## src/rtl/mem_arbiter.sv

```systemverilog
// mem_arbiter: two-port (CPU/DMA) round-robin arbiter in front of a fixed-latency memory
module mem_arbiter #(
  parameter int LAT = 1
) (
  input  logic        clk,
  input  logic        reset,
  input  logic        cpu_req,
  input  logic        cpu_we,
  input  logic [31:0] cpu_addr,
  input  logic [31:0] cpu_wdata,
  output logic        cpu_done,
  input  logic        dma_req,
  input  logic        dma_we,
  input  logic [31:0] dma_addr,
  input  logic [31:0] dma_wdata,
  output logic        dma_done,
  output logic [31:0] rdata,
  output logic        err,
  output logic        mem_en,
  output logic        mem_we,
  output logic [31:0] mem_addr,
  output logic [31:0] mem_wdata,
  input  logic [31:0] mem_rdata
);
  typedef enum logic [1:0] {IDLE, ACCESS, WAIT, RESP} state_t;
  // WAIT spans LAT-1 cycles: counter loads LAT-2 and leaves WAIT when it reaches zero
  localparam logic [1:0] WAIT_INIT = (LAT > 1) ? 2'(LAT - 2) : 2'd0;
  state_t state, state_nxt;
  logic gnt;
  logic we;
  logic [1:0] cnt;
  logic dma_win;
  logic grant;
  logic misaligned;
  logic capture;
  // gnt doubles as last_gnt: 1 means DMA was granted last, so CPU wins the next tie
  assign dma_win    = dma_req & (~cpu_req | ~gnt);
  assign grant      = (state == IDLE) & (cpu_req | dma_req);
  assign misaligned = |mem_addr[1:0];
  assign capture    = ~we & ~misaligned & (((state == ACCESS) & (LAT == 1)) | ((state == WAIT) & (cnt == 2'd0)));
  // State register
  always_ff @(posedge clk or negedge reset) begin
    if (!reset) state <= IDLE;
    else        state <= state_nxt;
  end
  // Next state and the per-state output strobes
  always_comb begin
    state_nxt = state;
    mem_en    = 1'b0;
    mem_we    = 1'b0;
    cpu_done  = 1'b0;
    dma_done  = 1'b0;
    err       = 1'b0;
    case (state)
      IDLE:    state_nxt = (cpu_req | dma_req) ? ACCESS : IDLE;
      ACCESS: begin
        state_nxt = (misaligned || LAT == 1) ? RESP : WAIT;
        mem_en    = ~misaligned;
        mem_we    = ~misaligned & we;
      end
      WAIT:    state_nxt = (cnt == 2'd0) ? RESP : WAIT;
      RESP: begin
        state_nxt = IDLE;
        cpu_done  = ~gnt;
        dma_done  = gnt;
        err       = misaligned;
      end
      default: state_nxt = IDLE;
    endcase
  end
  // Grant latch, wait counter and read-data capture
  always_ff @(posedge clk or negedge reset) begin
    if (!reset) begin
      gnt       <= 1'b1;
      we        <= 1'b0;
      mem_addr  <= 32'd0;
      mem_wdata <= 32'd0;
      rdata     <= 32'd0;
      cnt       <= 2'd0;
    end else begin
      if (grant) begin
        gnt       <= dma_win;
        we        <= dma_win ? dma_we : cpu_we;
        mem_addr  <= dma_win ? dma_addr : cpu_addr;
        mem_wdata <= dma_win ? dma_wdata : cpu_wdata;
      end
      if (state == ACCESS) cnt <= WAIT_INIT;
      else if (state == WAIT && cnt != 2'd0) cnt <= cnt - 2'd1;
      if (capture) rdata <= mem_rdata;
    end
  end
endmodule

```

## config.mk

```make
export PLATFORM = sky130hd
export DESIGN_NAME = mem_arbiter
export DESIGN_NICKNAME = d
export VERILOG_FILES = /design/src/rtl/mem_arbiter.sv
export SDC_FILE = /design/constraint.sdc
export NUM_CORES = 1
export LEC_CHECK = 0
export CAP_MARGIN = 20
export CORE_ASPECT_RATIO = 0.9
export CORE_MARGIN = 1.5
export CORE_UTILIZATION = 32
export CTS_BUF_LIST = sky130_fd_sc_hd__clkbuf_16
export CTS_CLUSTER_DIAMETER = 80
export DETAILED_ROUTE_END_ITERATION = 7
export PLACE_DENSITY_LB_ADDON = 0.1
export SYNTH_ARGS = -nofsm -noshare
export SYNTH_HDL_FRONTEND = slang
export SYNTH_SLANG_ARGS = --single-unit
```

## constraint.sdc

```tcl
create_clock -name clk -period 4.65 [get_ports clk]
set_clock_uncertainty 0.05 [all_clocks]
set_input_delay 0.6975 -clock clk [delete_from_list [all_inputs] [get_ports clk]]
set_output_delay 0.6975 -clock clk [all_outputs]
set_load 0.005 [all_outputs]
```

# After elaboration in Yosys (flattened, before gate mapping)
# Cells that the tools add are included.
[op_classes] addsub=1 n_eq_ne=3 muxes=13 bitwise_logic=13 reduce_logical=6
[op_table] operator="32-bit two-way mux" count=2
[op_table] operator="1-bit two-way mux" count=8
[op_table] operator="2-bit one-hot mux with 4 select lines" count=1
[op_table] operator="1-bit bitwise AND" count=6
[op_table] operator="2-bit == test, second input constant" count=2
[op_table] operator="2-bit logical NOT" count=2
[op_table] operator="2-bit two-way mux" count=2
[op_table] operator="1-bit inverter" count=4
[op_table] operator="2-bit nonzero test" count=2
[op_table] operator="1-bit bitwise OR" count=3
[op_table] operator="2-bit by 1-bit == test with 1-bit output, second input constant" count=1
[op_table] operator="2-bit OR reduction" count=1
[op_table] operator="2-bit by 1-bit subtractor with 2-bit output, second input constant" count=1
[op_table] operator="1-bit logical AND" count=1
[totals] regBits=102 input_bits=166 out_inout_bits=101 wordCells=43

# Logic depth before layout (Yosys ltp)
[depth] ltp_word=4 depth_mapped=7 ltp_nobuf=5

# Least setup slack after synthesis
# No wires, ideal clock.
[synth_path] path_type="register to register" start="register state[1]" end="register rdata[10]" setup_time_ps=125 arrival_ps=1542 t_required_ps=4475 setup_slack_ps=2933 path_stages_with_launch=7 n_path_buf=1 period_less_slack_ps=1717 cell_sequence="dfrtp_1 inv_1 ha_1 a21oi_1 nor4_4 buf_6 mux2_2"
[synth_via] elab_chain_len=4 word_cells_on_any_way=5 cone_classes="2 x eq/ne; 3 x bitwise"
[synth_lines] element="start, declared" line_no="28" rtl="state_t state, state_nxt;"
[synth_lines] element="start signal, assigned" line_no="44" rtl="else state <= state_nxt;"
[synth_lines] element="2-bit == test" line_no="40" rtl="assign capture = ~we & ~misaligned & (((state == ACCESS) & (LAT == 1)) | ((state == WAIT) & (cnt == 2'd0)));"
[synth_lines] element="1-bit bitwise AND" line_no="40"
[synth_lines] element="1-bit bitwise OR (*)" line_no="40"
[synth_lines] element="1-bit bitwise AND (*)" line_no="40"
[synth_lines] element="end signal, assigned" line_no="89" rtl="if (capture) rdata <= mem_rdata;"
[synth_lines] element="end, declared" line_no="17" rtl="output logic [31:0] rdata,"
# Every way passes the cells marked *; elsewhere a longest branch is shown, timed or not.
# A chain may end at the register's enable or synchronous reset.

# Final worst setup path
[layout_path] start="input port cpu_req" end="register mem_wdata[12]"
[layout_via] elab_chain_len=4 word_cells_on_any_way=6 cone_classes="1 x mux; 5 x bitwise"
[layout_lines] element="start, declared" line_no="7" rtl="input logic cpu_req,"
[layout_lines] element="1-bit inverter" line_no="37" rtl="assign dma_win = dma_req & (~cpu_req | ~gnt);"
[layout_lines] element="1-bit bitwise OR" line_no="37"
[layout_lines] element="1-bit bitwise AND" line_no="37"
[layout_lines] element="32-bit two-way mux" line_no="85" rtl="mem_wdata <= dma_win ? dma_wdata : cpu_wdata;"
[layout_lines] element="end signal, assigned" line_no="85"
[layout_lines] element="end, declared" line_no="22" rtl="output logic [31:0] mem_wdata,"
# Several ways; a longest one is shown, not always the timed one.

==> flow_metrics.env <==
export IMPL_final_common_cell="clkdlybuf4s50_1"
export IMPL_met2_usage=0.315
export IMPL_rrSetupSlack_ns=2.46
export IMPL_yosysSeqAreaShare=0.572
export IMPL_grt_max_degree=67
export IMPL_min_path_type="in -> async"
export IMPL_antenna_cells=0
export IMPL_area_growth_pct=69.0
export IMPL_port_buffers=266
export IMPL_viasPerCell=4.66
export IMPL_hold_ws_ns=0.392
export IMPL_die_h_um=115
export IMPL_powerDensity_nw_per_um2=581
export IMPL_worst_path_max_delay_cell="a21bo_2"
export IMPL_drive_above_1_share=0.0799
export IMPL_antenna_left=0
export IMPL_io_pins=267
export IMPL_totalWireLength_mm=13.3
export IMPL_clk_pin_slew_ns=0.07
export IMPL_crit_type="in -> reg"
export IMPL_fin_setup_tns_ns=0
export IMPL_final_nets=880
export IMPL_max_freq_mhz=384
export IMPL_vdd_drop_max_v=0.000235
export IMPL_synth_top_cell_area_share=0.566
export IMPL_drv_cap=0
export IMPL_postPlaceCellArea_um2=7230
export IMPL_busiest_layer="met2"
export IMPL_synthTopCellsByArea="dfrtp_1, nand2_1, a31oi_1"
export IMPL_cp_arrival_ns=2.82
export IMPL_initial_core_util=0.332
export IMPL_finalSetupViolCount=0
export IMPL_vias=4105
export IMPL_leakagePower_nw=3.10
export IMPL_syn_area_per_cell_um2=9.79
export IMPL_grt_pass1_wl_mm=20.5
export IMPL_end_kind="flop"
export IMPL_min_period_over_period=0.561
export IMPL_cp_required_ns=4.87
export IMPL_track_usage=0.181
export IMPL_path_max_fanout=50
export IMPL_drc_errors=0
export IMPL_synthesis_area_um2=4460
export IMPL_final_cell_mix="clkdlybuf4s50_1, nand2_1, dfrtp_1"
export IMPL_crit_family="compound AO/OA/AOI/OAI gates"
export IMPL_die_area_um2=14700
export IMPL_core_um2=13500
export IMPL_hold_buffers=0
export IMPL_dp_hpwl_mm=9.81
export IMPL_critPathMaxStageDelay_ns=0.86
export IMPL_grtUsageMet3=0.0656
export IMPL_root_buffer="clkbuf_16"
export IMPL_htree_levels=3
export IMPL_synth_nets=628
export IMPL_n_fill_cell=1208
export IMPL_clk_latency_ns=0.35
export IMPL_yosys_cell_types_count=24
export IMPL_layout_min_cycle_time_ns=2.61
export IMPL_die_x_um=127
export IMPL_startpoint_type="input port"
export IMPL_clockBufferDepth=2
export IMPL_wl_per_cell_um=15.0
export IMPL_reg2reg_from="gnt"
export IMPL_place_congestion=0.759
export IMPL_antenna_found_initial=0
export IMPL_synthCells=456
export IMPL_cts_tree="done"
export IMPL_yosysWarnings=0
export IMPL_hold_viol=0
export IMPL_maxSlewHeadroom=0.327
export IMPL_path_buf_inv=2
export IMPL_clock_sinks=102
export IMPL_cts_made_buffers=9
export IMPL_design_area_um2=7540
export IMPL_drt_iter0_drc=219
export IMPL_rows=40
export IMPL_grt_pass1_vias=4075
export IMPL_finalPower_mw=4.38
export IMPL_synth_largest_area_cell="dfrtp_1"
export IMPL_slew_violations=0
export IMPL_grt_use_met1=0.210
export IMPL_rsz0062_at_grt="false"
export IMPL_crit_start="cpu_req"
export IMPL_postCtsSetupBuffers=0
export IMPL_gr_total_overflow=0
export IMPL_ys_ff_latch=102
export IMPL_drt_pass1_iter_count=4
export IMPL_worstMarginPinSlew_ns=1.01
export IMPL_status="finished clean"
export IMPL_ctsResizeCount=0
export IMPL_path_cells="clkdlybuf4s50_1, a21bo_2, buf_4, nand2_1, a31oi_1"
==> cells by family after synthesis <==
| logic type | count (synthesis) | share of synthesized area |
|---|---|---|
| multiplexers | 33 | 0.0830 |
| XOR/XNOR | 1 | 0.00196 |
| buffers and inverters | 35 | 0.0415 |
| flip-flops | 102 | 0.572 |
| AND/OR/NAND/NOR | 207 | 0.182 |
| adder cells (fa/ha/maj) | 6 | 0.0168 |
| AO/OA/AOI/OAI | 72 | 0.103 |
==> per-stage QoR <==
stage          setup slack [ns]  std cells  utilization
2_1_floorplan              2.93        456            -
3_3_place_gp               1.72        865        0.537
3_5_place_dp               1.63        865        0.537
4_1_cts                    2.03        881        0.560
5_1_grt                    1.89        881        0.560
6_report                   2.04        881        0.560
==> cell usage after synthesis <==
cell and instances:
dfrtp_1 101, dfstp_2 1, nor2_1 69, mux2i_1 1
o21a_1 1, mux2_1 2, a21boi_1 1, a31oi_1 66
and3_1 1, mux2_2 30, buf_2 22, nor2b_1 4
and2_1 2, buf_4 1, xnor2_1 1, nor4_4 1
inv_1 4, nand2_1 130, a21bo_2 1, clkbuf_1 5
o21ba_2 1, buf_6 3, a21oi_1 2, ha_1 6
==> cell type report <==
cell class                      instances  area [µm²]  area share
Multi-Input combinational cell        319        1740       0.231
Sequential cell                       102        2550       0.339
Inverter                                4        15.0     0.00199
Tap cell                              168         210      0.0279
Clock inverter                          7        88.8      0.0118
Clock buffer                            9         225      0.0299
Timing Repair Buffer                  272        2710       0.359
==> state kept, by name, indices dropped and copies added (netlist names) <==
signal and cells:
state 2, mem_addr 32, gnt 1, rdata 32
mem_wdata 32, we 1, cnt 2
==> metal layers <==
| layer | wire, µm | up-vias |
|---|---|---|
| li1 | - | 2030 |
| met1 | 5470 | 1902 |
| met2 | 6480 | 164 |
| met3 | 1140 | 9 |
| met4 | 166 | 0 |
| met5 | 0 | - |
==> report_power, final <==
part           internal, mW  switching [mW]
Clock                 0.469           0.336
Combinational          1.23           0.757
Sequential             1.34           0.254
Total                  3.03            1.35
==> final timing paths <==
path                       depth (start not counted)       endpoint
setup / recovery                                   5  mem_wdata[12]
hold / removal                                     1      rdata[11]
setup reg to reg                                   4  mem_wdata[12]
hold reg to reg                                    1       rdata[6]
max in group asynchronous                          2  mem_wdata[21]
min in group clk                                   1       rdata[6]
No activity file was read; power rests on OpenSTA's default activity.
